**src/rtl/spi_master_byte.sv**
```systemverilog
`default_nettype none
// +--------------------------------------------------------------------------+
// | Module   : spi_master_byte                                               |
// | Purpose  : SPI mode-3 master (CPOL=1, CPHA=1), MSB first, one byte per   |
// |            handshake. Drives SCLK/SS/MOSI, samples a double-flop         |
// |            synchronised MISO on each SCLK rising edge.                   |
// | Params   : CLK_DIV  - SCLK half-period in sysClk cycles (>=2)            |
// |            SS_GUARD - cycles between SS fall and 1st SCLK fall, and the  |
// |                       HOLD length before SS rises (>=1)                  |
// |            GAP      - minimum SS-high cycles between frames (>=1)        |
// | Ports    : sysClk, usrReset (async, active low)                          |
// |            txStart/tx/txReady  - byte request handshake                  |
// |            rxValid/rx          - received byte, 1-cycle valid pulse      |
// |            busy                - SS asserted or inter-frame gap running  |
// |            SCLK/MOSI/MISO/SS   - SPI pins (SS active low)                |
// | Config   : SPI_MASTER_BURST_EN - when defined, a txStart in the first    |
// |            HOLD cycle chains the next byte without releasing SS.        |
// | Revision : 1.0 - initial release                                         |
// +--------------------------------------------------------------------------+
module spi_master_byte #(
  parameter int CLK_DIV  = 4,
  parameter int SS_GUARD = 2,
  parameter int GAP      = 4
) (
  input  logic       sysClk,
  input  logic       usrReset,
  input  logic       txStart,
  input  logic [7:0] tx,
  output logic       txReady,
  output logic       rxValid,
  output logic [7:0] rx,
  output logic       busy,
  output logic       SCLK,
  output logic       MOSI,
  input  logic       MISO,
  output logic       SS
);

`ifdef SPI_MASTER_BURST_EN
  localparam bit BURST = 1'b1;
`else
  localparam bit BURST = 1'b0;
`endif

  // One shared counter serves the guard, half-period and gap timers.
  localparam int MAX_A   = (CLK_DIV > SS_GUARD) ? CLK_DIV : SS_GUARD;
  localparam int MAX_CNT = (MAX_A > GAP) ? MAX_A : GAP;
  localparam int CNT_W   = (MAX_CNT > 1) ? $clog2(MAX_CNT) : 1;

  typedef enum logic [2:0] {
    ST_IDLE  = 3'd0,
    ST_SETUP = 3'd1,
    ST_SHIFT = 3'd2,
    ST_HOLD  = 3'd3,
    ST_GAP   = 3'd4
  } state_t;

  state_t             state_q,    state_d;
  logic [CNT_W-1:0]   cnt_q,      cnt_d;
  logic [2:0]         bit_q,      bit_d;
  logic [7:0]         shreg_q,    shreg_d;
  logic               sclk_q,     sclk_d;
  logic               mosi_q,     mosi_d;
  logic               ss_q,       ss_d;
  logic               tx_ready_q, tx_ready_d;
  logic               rx_valid_q, rx_valid_d;
  logic [7:0]         rx_q,       rx_d;
  logic               busy_q,     busy_d;
  logic               miso_s1_q,  miso_s1_d;
  logic               miso_s2_q,  miso_s2_d;

  always_comb begin
    state_d    = state_q;
    cnt_d      = cnt_q;
    bit_d      = bit_q;
    shreg_d    = shreg_q;
    sclk_d     = sclk_q;
    mosi_d     = mosi_q;
    ss_d       = ss_q;
    tx_ready_d = tx_ready_q;
    rx_valid_d = 1'b0;
    rx_d       = rx_q;
    busy_d     = busy_q;
    miso_s1_d  = MISO;
    miso_s2_d  = miso_s1_q;

    case (state_q)
      ST_IDLE: begin
        if (txStart) begin
          shreg_d    = tx;
          ss_d       = 1'b0;
          busy_d     = 1'b1;
          tx_ready_d = 1'b0;
          cnt_d      = '0;
          state_d    = ST_SETUP;
        end
      end

      ST_SETUP: begin
        if (cnt_q == CNT_W'(SS_GUARD - 1)) begin
          // First SCLK fall coincides with entering SHIFT.
          cnt_d   = '0;
          sclk_d  = 1'b0;
          mosi_d  = shreg_q[7];
          state_d = ST_SHIFT;
        end else begin
          cnt_d = cnt_q + CNT_W'(1);
        end
      end

      ST_SHIFT: begin
        if (cnt_q == CNT_W'(CLK_DIV - 1)) begin
          cnt_d = '0;
          if (!sclk_q) begin
            // Rising edge: capture the synchronised MISO bit.
            sclk_d  = 1'b1;
            shreg_d = {shreg_q[6:0], miso_s2_q};
          end else if (bit_q == 3'd7) begin
            // Eighth high half-period done: byte complete, SCLK stays high.
            bit_d      = 3'd0;
            rx_d       = shreg_q;
            rx_valid_d = 1'b1;
            tx_ready_d = BURST;
            state_d    = ST_HOLD;
          end else begin
            bit_d  = bit_q + 3'd1;
            sclk_d = 1'b0;
            mosi_d = shreg_q[7];
          end
        end else begin
          cnt_d = cnt_q + CNT_W'(1);
        end
      end

      ST_HOLD: begin
        if (BURST && (cnt_q == '0) && txStart) begin
          // Chain the next byte: SS stays low, no setup guard or gap.
          shreg_d    = tx;
          cnt_d      = '0;
          sclk_d     = 1'b0;
          mosi_d     = tx[7];
          tx_ready_d = 1'b0;
          state_d    = ST_SHIFT;
        end else if (cnt_q == CNT_W'(SS_GUARD - 1)) begin
          cnt_d      = '0;
          ss_d       = 1'b1;
          tx_ready_d = 1'b0;
          state_d    = ST_GAP;
        end else begin
          cnt_d = cnt_q + CNT_W'(1);
        end
      end

      ST_GAP: begin
        if (cnt_q == CNT_W'(GAP - 1)) begin
          cnt_d      = '0;
          tx_ready_d = 1'b1;
          mosi_d     = 1'b1;
          busy_d     = 1'b0;
          state_d    = ST_IDLE;
        end else begin
          cnt_d = cnt_q + CNT_W'(1);
        end
      end

      default: begin
        state_d    = ST_IDLE;
        cnt_d      = '0;
        bit_d      = 3'd0;
        sclk_d     = 1'b1;
        mosi_d     = 1'b1;
        ss_d       = 1'b1;
        tx_ready_d = 1'b1;
        busy_d     = 1'b0;
      end
    endcase
  end

  always_ff @(posedge sysClk or negedge usrReset) begin
    if (!usrReset) begin
      state_q    <= ST_IDLE;
      cnt_q      <= '0;
      bit_q      <= 3'd0;
      shreg_q    <= 8'h00;
      sclk_q     <= 1'b1;
      mosi_q     <= 1'b1;
      ss_q       <= 1'b1;
      tx_ready_q <= 1'b1;
      rx_valid_q <= 1'b0;
      rx_q       <= 8'h00;
      busy_q     <= 1'b0;
      miso_s1_q  <= 1'b1;
      miso_s2_q  <= 1'b1;
    end else begin
      state_q    <= state_d;
      cnt_q      <= cnt_d;
      bit_q      <= bit_d;
      shreg_q    <= shreg_d;
      sclk_q     <= sclk_d;
      mosi_q     <= mosi_d;
      ss_q       <= ss_d;
      tx_ready_q <= tx_ready_d;
      rx_valid_q <= rx_valid_d;
      rx_q       <= rx_d;
      busy_q     <= busy_d;
      miso_s1_q  <= miso_s1_d;
      miso_s2_q  <= miso_s2_d;
    end
  end

  assign txReady = tx_ready_q;
  assign rxValid = rx_valid_q;
  assign rx      = rx_q;
  assign busy    = busy_q;
  assign SCLK    = sclk_q;
  assign MOSI    = mosi_q;
  assign SS      = ss_q;

endmodule
`default_nettype wire

```
**config.mk**
```make
export PLATFORM = sky130hd
export DESIGN_NAME = spi_master_byte
export DESIGN_NICKNAME = d
export VERILOG_FILES = /design/src/rtl/spi_master_byte.sv
export SDC_FILE = /design/constraint.sdc
export NUM_CORES = 1
export LEC_CHECK = 0
export ABC_AREA = 1
export CELL_PAD_IN_SITES_DETAIL_PLACEMENT = 0
export CELL_PAD_IN_SITES_GLOBAL_PLACEMENT = 1
export CORE_UTILIZATION = 43
export CTS_BUF_LIST = sky130_fd_sc_hd__clkbuf_8
export CTS_CLUSTER_SIZE = 10
export DETAILED_ROUTE_END_ITERATION = 8
export GPL_ROUTABILITY_DRIVEN = 0
export PLACE_DENSITY_LB_ADDON = 0.1
export SYNTH_ARGS = -nofsm -noshare
export SYNTH_HDL_FRONTEND = slang
export SYNTH_SLANG_ARGS = --single-unit
```
**constraint.sdc**
```tcl
create_clock -name sysClk -period 3.47 [get_ports sysClk]
set_input_delay 0.694 -clock sysClk [delete_from_list [all_inputs] [get_ports sysClk]]
set_output_delay 0.694 -clock sysClk [all_outputs]
set_load 0.01 [all_outputs]
```
==> reports/metrics.yaml <==
status: "finished, final reports clean"
gr-max-usage-layer: "met2"
cts_setup_buffers: 0
synth_top_family_by_area: "simple AND/OR/NAND/NOR gates"
num_io_pins: 26
drtIter0Drc: 77
grt_pass1_wl_um: 6090
clk_path_buf_depth: 2
ys_ff_latch: 32
final_cell_mix: "nand2_1 (98), dfrtp_1 (26), clkdlybuf4s50_1 (25)"
vias: 1381
synthSimpleGateAreaFrac: 0.351
htreeDepth: 2
drv_slew: 0
synthCells: 210
viasPerCell: 4.80
rsz0062_at_grt: "false"
ant_nets: 0
gr-usage-met2: 0.289
setup-tns-final_ps: 0
regArea_sq_um: 808
path_buf_inv: 1
final_area_sq_um: 2090
dpl.hpwl_um: 2510
max_cap_violations: 0
critPathArrivalTime_ps: 1390
synthesis.area_sq_um: 1690
initial_core_util: 0.454
finalCriticalPeriod_ps: 2090
final_nets: 258
post-route-util: 0.563
insertion_delay_ps: 280
endpoint_kind: "output port"
cts_sinks: 32
cts_tree: "built"
yosysWarnings: 0
drive_above_1_share: 0.129
synth_compound_area_frac: 0.0704
routed_wl_um: 3370
power_mw: 1.84
gr-total-overflow: 0
grt_max_degree: 33
use_met3: 0.0493
cp_max_fo: 3
cp_slowest_cell: "dfstp_2"
critPathRequiredTime_ps: 2780
cts_made_buffers: 5
netlist_top_cells_area: "dfrtp_1 (39%), nand2_1 (22%), dfstp_2 (9.3%)"
hold_viol_final: 0
drtPass1Iterations: 5
setup_viol: 0
io_buffers: 25
die_h_um: 64.7
post_cts_resized: 0
diodes: 0
dp.cells: 280
power.leakage_nw: 1.10
vdd_ir_drop_max_mv: 0.543
synth_top_area_frac: 0.385
layout_commonest_cell: "nand2_1"
period_share: 0.602
antenna_found_initial: 0
synth_cell_types: 25
startpoint_type: "register"
die_w_um: 64.7
multi_input_area_sq_um: 798
synthAdderAreaFrac: 0.0519
hp-class: "register to register"
root_buffer: "clkbuf_8"
syn2layout_area_growth_pct: 23.9
slew_headroom: 0.470
yosys.area.top_type: "dfrtp_1"
crit_family: "flip-flops"
die-area_sq_um: 4180
syn_area_per_cell_sq_um: 8.04
ys_seq_area_frac: 0.479
clock.fmax_ghz: 0.479
grt_pass1_vias: 1309
grt_use_total: 0.193
clock_skew_ps: 3.52
worst_pin_slew_ps: 791
synth_fp_nets: 229
place_ws_ps: 1480
wire_per_inst_um: 11.7
cts_hold_buf: 0
fp.coreArea_sq_um: 3720
p_per_area_nw_per_um2: 881
max_stage_delay_ps: 570
rows: 22
use_met1: 0.264
post_synth_mux_area_share: 0
place_area_sq_um: 1980
route.detailed.drc: 0
crit_chain: "clkdlybuf4s50_1"
hold-worst-slack_ps: 358
critical_path_class: "register to output port"
synth-xor-area-share: 0
path_clk_slew_ps: 70
final_cell_count_no_fill: 288
nFillCells: 342
setup_ws_ps: 1380
-- routing by layer --
metal	vias up	share of wire
li1	724	-
met1	623	0.49
met2	30	0.46
met3	4	0.039
met4	0	0.012
met5	-	0
-- layout make-up --
class                   instances  area share
clock buffers                   5      0.0329
multi-input cells             159       0.382
inverters                      15      0.0269
well taps                      48      0.0287
clock inverters                 3      0.0203
flip-flops and latches         32       0.386
repair buffers                 26       0.123
-- where the power goes --
part	switching [mW]	internal [mW]
registers	0.116	0.514
clock network	0.141	0.212
logic	0.550	0.308
total	0.808	1.03
-- synth_stat cells, drive strengths merged --
cell type and n:
nand3b 3, dfrtp 26, nand2 100, inv 14, clkinv 1, buf 4
nand4 2, ha 7, nand3 11, o211ai 2, dfstp 6, nor2 12
or2 2, o21ai 20
-- state kept, by name, summed over array words and instances (netlist names) --
signal     cells
SS             1
rx             8
bit_q          3
SCLK           1
MOSI           1
shreg_q        8
miso_s2_q      1
rxValid        1
busy           1
cnt_q          2
miso_s1_q      1
state_q        3
txReady        1
-- worst paths after layout --
path | endpoint | slack, ps | cells after the start | from
max | SCLK | 1380 | 1 | SCLK
min in group asynchronous | cnt_q[1] | 810 | 2 | usrReset
min reg2reg | miso_s2_q | 360 | 0 | miso_s1_q
max in group asynchronous | miso_s1_q | 2340 | 2 | usrReset
max reg2reg | SCLK | 1720 | 6 | state_q[1]
min | miso_s2_q | 360 | 0 | miso_s1_q
-- cells by family after synthesis --
logic type | count (synthesis)
flip-flops | 32
buffers and inverters | 19
adder cells (fa/ha/maj) | 7
AND/OR/NAND/NOR | 130
AO/OA/AOI/OAI | 22
Note: power is estimated with default switching activity, not from simulation.
